[src/rtl/timer_pkg.sv]
// timer_pkg: shared types and constants for the countdown_timer block.
//   state_t          - controller states {IDLE, COUNT, EXPIRED}
//   DIG_MAX_ONES/TENS - wrap values for ones-type and tens-type BCD digits
//   TICK_DIV_DEFAULT - 50 MHz / 100 Hz prescale ratio
//   clamp_digit()    - saturates a preset BCD digit to its legal maximum
package timer_pkg;
  typedef enum logic [1:0] {IDLE, COUNT, EXPIRED} state_t;

  localparam int DIG_MAX_ONES     = 9;
  localparam int DIG_MAX_TENS     = 5;
  localparam int TICK_DIV_DEFAULT = 500_000;

  function automatic logic [3:0] clamp_digit(input logic [3:0] d, input logic [3:0] max);
    return (d > max) ? max : d;
  endfunction
endpackage

[src/rtl/bcd_down_digit.sv]
// bcd_down_digit: one 4-bit BCD down-counting digit of the borrow chain.
//   Clock, Resetn - clock, synchronous active-low reset
//   Load, D       - parallel load (wins over En)
//   En            - borrow-in: decrement this cycle
//   Q             - current digit value
//   Borrow        - borrow-out to the next digit (Q==0 while En)
module bcd_down_digit
  import timer_pkg::*;
#(
  parameter int MAX = DIG_MAX_ONES
) (
  input  logic       Clock,
  input  logic       Resetn,
  input  logic       Load,
  input  logic [3:0] D,
  input  logic       En,
  output logic [3:0] Q,
  output logic       Borrow
);

  always_ff @(posedge Clock) begin
    if (!Resetn)   Q <= '0;
    else if (Load) Q <= D;
    else if (En)   Q <= (Q == 4'd0) ? 4'(MAX) : Q - 4'd1;
  end

  assign Borrow = En && (Q == 4'd0);

endmodule

[src/rtl/countdown_timer.sv]
// countdown_timer: MM:SS:cc BCD countdown at 100 Hz with expiry flag.
//   Clock, Resetn   - system clock, synchronous active-low reset
//   Load            - load sanitised preset D_min:D_sec, clear centis/decis,
//                     prescaler and Done; returns to IDLE
//   D_min, D_sec    - BCD preset (tens in [7:4], ones in [3:0])
//   Run             - level: 1 count, 0 pause
//   Q_*             - six BCD output digits
//   Tick            - one-cycle pulse on each 100 Hz decrement
//   Done            - expiry flag (level in EXPIRED; one-cycle pulse per
//                     expiry when COUNTDOWN_AUTO_RELOAD_EN is defined)
// Optional feature macro: COUNTDOWN_AUTO_RELOAD_EN (reload preset on expiry).
module countdown_timer
  import timer_pkg::*;
#(
  parameter int TICK_DIV = TICK_DIV_DEFAULT,
  parameter int TICK_W   = 19
) (
  input  logic       Clock,
  input  logic       Resetn,
  input  logic       Load,
  input  logic [7:0] D_min,
  input  logic [7:0] D_sec,
  input  logic       Run,
  output logic [3:0] Q_centis,
  output logic [3:0] Q_decis,
  output logic [3:0] Q_secs,
  output logic [3:0] Q_decas,
  output logic [3:0] Q_mins,
  output logic [3:0] Q_deca_mins,
  output logic       Tick,
  output logic       Done
);

  localparam logic [TICK_W-1:0] TICK_LAST = TICK_W'(TICK_DIV - 1);
  localparam logic [3:0] MAX_ONES = 4'(DIG_MAX_ONES);
  localparam logic [3:0] MAX_TENS = 4'(DIG_MAX_TENS);

  state_t            state, state_n;
  logic [TICK_W-1:0] presc, presc_n;
  logic              done_n;
  logic [5:0][3:0]   q, preset, dig_d;
  logic [5:0]        en, borrow;
  logic              dig_load, tick, expire, reload;

  // digit index: 0 centis, 1 decis, 2 secs, 3 decas, 4 mins, 5 deca_mins
  assign preset = {clamp_digit(D_min[7:4], MAX_TENS), clamp_digit(D_min[3:0], MAX_ONES),
                   clamp_digit(D_sec[7:4], MAX_TENS), clamp_digit(D_sec[3:0], MAX_ONES),
                   4'd0, 4'd0};

  assign tick   = (state == COUNT) && Run && (presc == TICK_LAST);
  // 00:00.01 about to decrement: the chain lands on zero this edge
  assign expire = tick && (q == 24'h000001);

`ifdef COUNTDOWN_AUTO_RELOAD_EN
  logic [5:0][3:0] shadow;

  always_ff @(posedge Clock) begin
    if (!Resetn)   shadow <= '0;
    else if (Load) shadow <= preset;
  end

  // a zero shadow cannot restart, so that case falls through to EXPIRED
  assign reload   = expire && !Load && (|shadow);
  assign dig_load = Load || reload;
  assign dig_d    = Load ? preset : shadow;
`else
  assign reload   = 1'b0;
  assign dig_load = Load;
  assign dig_d    = preset;
`endif

  assign en[0] = tick && !Load;

  for (genvar i = 0; i < 6; i++) begin : g_dig
    bcd_down_digit #(
      .MAX((i == 3 || i == 5) ? DIG_MAX_TENS : DIG_MAX_ONES)
    ) u_dig (
      .Clock  (Clock),
      .Resetn (Resetn),
      .Load   (dig_load),
      .D      (dig_d[i]),
      .En     (en[i]),
      .Q      (q[i]),
      .Borrow (borrow[i])
    );
    if (i > 0) begin : g_chain
      assign en[i] = borrow[i-1];
    end
  end

  // expiry stops the chain at zero, so the top digit never borrows
  logic unused_borrow;
  assign unused_borrow = borrow[5];

  always_ff @(posedge Clock) begin
    if (!Resetn) begin
      state <= IDLE;
      presc <= '0;
      Done  <= 1'b0;
    end else begin
      state <= state_n;
      presc <= presc_n;
      Done  <= done_n;
    end
  end

  always_comb begin
    state_n = state;
    presc_n = presc;
    done_n  = 1'b0;
    if (Load) begin
      state_n = IDLE;
      presc_n = '0;
    end else begin
      unique case (state)
        IDLE: if (Run && (|q)) state_n = COUNT;
        COUNT: begin
          if (!Run) state_n = IDLE;
          else begin
            presc_n = tick ? '0 : presc + 1'b1;
            if (expire) begin
              done_n = 1'b1;
              if (!reload) state_n = EXPIRED;
            end
          end
        end
        EXPIRED: done_n = 1'b1;
        default: state_n = IDLE;
      endcase
    end
  end

  assign Tick        = tick;
  assign Q_centis    = q[0];
  assign Q_decis     = q[1];
  assign Q_secs      = q[2];
  assign Q_decas     = q[3];
  assign Q_mins      = q[4];
  assign Q_deca_mins = q[5];

endmodule

[config.mk]
export PLATFORM = sky130hd
export DESIGN_NAME = countdown_timer
export DESIGN_NICKNAME = d
export VERILOG_FILES = /design/src/rtl/timer_pkg.sv /design/src/rtl/bcd_down_digit.sv /design/src/rtl/countdown_timer.sv
export SDC_FILE = /design/constraint.sdc
export NUM_CORES = 1
export LEC_CHECK = 0
export CAP_MARGIN = 20
export CORE_ASPECT_RATIO = 0.7
export CORE_MARGIN = 10
export CORE_UTILIZATION = 52
export DETAILED_ROUTE_END_ITERATION = 7
export PLACE_DENSITY = 0.81
export REMOVE_ABC_BUFFERS = 1
export SETUP_SLACK_MARGIN = 0.4
export SLEW_MARGIN = 5
export SYNTH_ARGS = -nofsm -noshare
export SYNTH_HDL_FRONTEND = slang
export SYNTH_HIERARCHICAL = 1
export SYNTH_SLANG_ARGS = --single-unit
[constraint.sdc]
create_clock -name Clock -period 7.19 [get_ports Clock]
set_clock_uncertainty 0.05 [all_clocks]
set_input_delay 2.157 -clock Clock [delete_from_list [all_inputs] [get_ports Clock]]
set_output_delay 2.157 -clock Clock [all_outputs]
set_load 0.01 [all_outputs]
==> impl_metrics.csv <==
group,metric,value,unit
worst_setup_path,critPathBufInv,2,
floorplanning,design.core.area,0.004454,mm²
worst_setup_path,cp-start-kind,"input port",
pwr,power_density,173.2,mW/mm²
job,maxCapViolCount,0,
clock_network,cts_max_level,2,
clock_network,numCtsBuffers,5,
clock_network,clkTransAtPathRegs,0.09,ns
yosys,avgSynthCellArea,8.670,µm²
pwr,vdd_ir_drop_max,0.09873,mV
global_routing,overflow,0,
worst_hold_path,worstHoldPathCells,2,
floorplanning,die_x,102.2,µm
worst_setup_path,r2r_start,"state[1]$_SDFFE_PP0P_",
worst_setup_path,r2r_slack,2.47,ns
worst_setup_path,ff2ff_path_depth,20,
worst_hold_path,worst_hold_startpoint,"state[0]$_SDFFE_PP0P_",
timing,hold_viol_final,0,
worst_setup_path,crit_top_cell,"nor4b_4",
final_layout,fillers,355,
status,status,"complete, no violations",
global_routing,antenna_found_initial,0,
worst_setup_path,regToRegEndpoint,"g_dig[5].u_dig/Q[1]$_SDFFE_PN0P_",
final_layout,final_core_util,70.96,%
timing,period_share,89.74,%
detailed_routing,vias,2228,
worst_hold_path,min_to,"state[0]$_SDFFE_PP0P_",
clock_network,holdBufCountCts,0,
pwr,leakagePower,1.123,nW
worst_setup_path,required,7.38,ns
timing,fmax,155.0,MHz
floorplanning,io_pins,46,
timing,setup_tns,0,ns
pwr,p_total,547.3,µW
timing,tightestPinTransition,0.9705,ns
yosys,ys_warn_count,6,
final_layout,antenna_cells,0,
worst_hold_path,hold_path_class,"flip-flop to flip-flop",
worst_setup_path,critical_path.top_delay_family,"simple AND/OR/NAND/NOR gates",
yosys,synth_area,0.002462,mm²
floorplanning,rows,20,
detailed_routing,viasPerCell,5.529,
floorplanning,start_util,55.28,%
timing,fin_ws,0.7375,ns
detailed_routing,drt_wl_total,6.039,mm
global_routing,grt_pass1_wl,9.942,mm
floorplanning,fp.dieArea,0.007932,mm²
worst_setup_path,critPathMaxFanout,7,
timing,grt_setup_unrepaired,"false",
final_layout,num-nets-final,371,
timing,fin_crit,6.452,ns
worst_setup_path,crit_type,"input port to flip-flop",
global_routing,grt_max_degree,27,
clock_network,clkSinkCount,46,
clock_network,tritoncts,"yes",
global_routing,grt_pass1_vias,1984,
final_layout,areaGrowthSynthToFinish,28.35,%
timing,drv_slew,0,
final_layout,drive_above_1_share,10.92,%
worst_setup_path,cp.arrival,6.64,ns
placement,dp_hpwl,4.521,mm
detailed_routing,drtIter0Drc,111,
worst_setup_path,critPathLaunch,"Run",
detailed_routing,drt_pass1_iterations,4,
worst_setup_path,cp_cell_sequence,"clkdlybuf4s50_1, nand3_1, or2_1, or2_2, nor2_1, nor4b_4, nor2b_1, nor4b_4, nor2b_4, nor4b_4, nor2b_4, nand2b_4, nor4_1, buf_4, nor4b_4, nor2b_2, nand2b_4, or3_1, a21oi_1",
timing,setup_viol,0,
clock_network,clk_latency,0.30,ns
placement,gp_congestion,0.8568,
detailed_routing,wire_per_inst,14.99,µm
clock_network,clk_root_buffer_cell,"clkbuf_8",
detailed_routing,drc,0,
worst_setup_path,crit_path_end_kind,"flip-flop",
clock_network,clockBufferDepth,2,
yosys,synthCells,284,
detailed_routing,antenna_left,0,
floorplanning,die_height,77.58,µm
placement,dp_slack,0.1372,ns
placement,portBuffers,45,
timing,max_slew_margin,34.80,%
global_routing,grt_usage,15.05,%
worst_setup_path,worst_path_largest_cell_delay,0.51,ns
worst_setup_path,cpMaxStageDelayCell,"clkdlybuf4s50_1",
==> worst max path at each step <==
stage	slack (ns)	cells after the start	end
final	0.74	19	g_dig[5].u_dig/Q[1]$_SDFFE_PN0P_
after global routing	0.39	19	g_dig[5].u_dig/Q[2]$_SDFFE_PN0P_
after CTS	0.47	19	g_dig[5].u_dig/Q[1]$_SDFFE_PN0P_
after detailed placement	0.14	19	g_dig[5].u_dig/Q[1]$_SDFFE_PN0P_
after global placement	0.31	19	g_dig[5].u_dig/Q[1]$_SDFFE_PN0P_
after floorplan	0.52	17	g_dig[5].u_dig/Q[2]$_SDFFE_PN0P_
==> tightest hold or removal path: stages (launching register included) <==
cell	delay [ns]
dfxtp_1	0.34
nand2_1	0.06
mux2i_1	0.05
==> cell usage in the layout (no fill, tap or decap), types with 5 or more instances in the layout <==
cell type,n
xnor2_1,7
a31oi_1,12
dfxtp_1,46
clkbuf_8,5
clkdlybuf4s50_1,45
conb_1,10
nand2_1,13
nand4_1,10
or3_1,8
a21oi_1,20
nor2_1,28
o21ai_0,30
buf_4,6
xor2_1,14
nand3_1,10
nor4_1,6
nor2b_1,6
nand2b_4,6
inv_1,12
==> what timing repair did <==
item,in CTS,in global routing
setup buffers,0,2
setup endpoints to repair,3,4
gates resized for setup,1,4
==> stage by stage <==
step	area, µm²	hold WS (ns)	std cells
2_1_floorplan	2470	0.4054	289
3_3_place_gp	3019	0.4253	393
3_5_place_dp	3019	0.4367	393
4_1_cts	3131	0.4467	401
5_1_grt	3161	0.4819	403
6_report	3161	0.4495	403
==> area by class of cell <==
cell class	count	area, µm²	share of cell area, %
Inverter	12	45.04	1.425
Tap cell	55	68.82	2.177
Sequential cell	46	920.9	29.14
Timing Repair Buffer	51	495.5	15.68
Clock buffer	5	68.82	2.177
Clock inverter	3	40.04	1.267
Multi-Input combinational cell	231	1521	48.14
==> flip-flops by register name, summed over array words and instances (netlist names) <==
name / flops
g_dig.u_dig/Q: 24
Done: 1
presc: 19
state: 2
==> power by group <==
part           switching (mW)  internal [mW]  leakage, nW  total [mW]
Combinational          0.0328         0.0417        0.688      0.0745
Clock                  0.0890          0.102       0.0579       0.191
Sequential             0.0170          0.264        0.377       0.281
Total                   0.139          0.408         1.12       0.547
==> metal layers <==
layer	vias to the layer above	routed length, µm	track usage, %
met4	0	32	2.528
met2	48	2525	21.50
li1	1138	-	-
met3	5	367	5.398
met1	1037	3113	21.28
met5	-	0	0
Power figures use the tool's default switching activity.
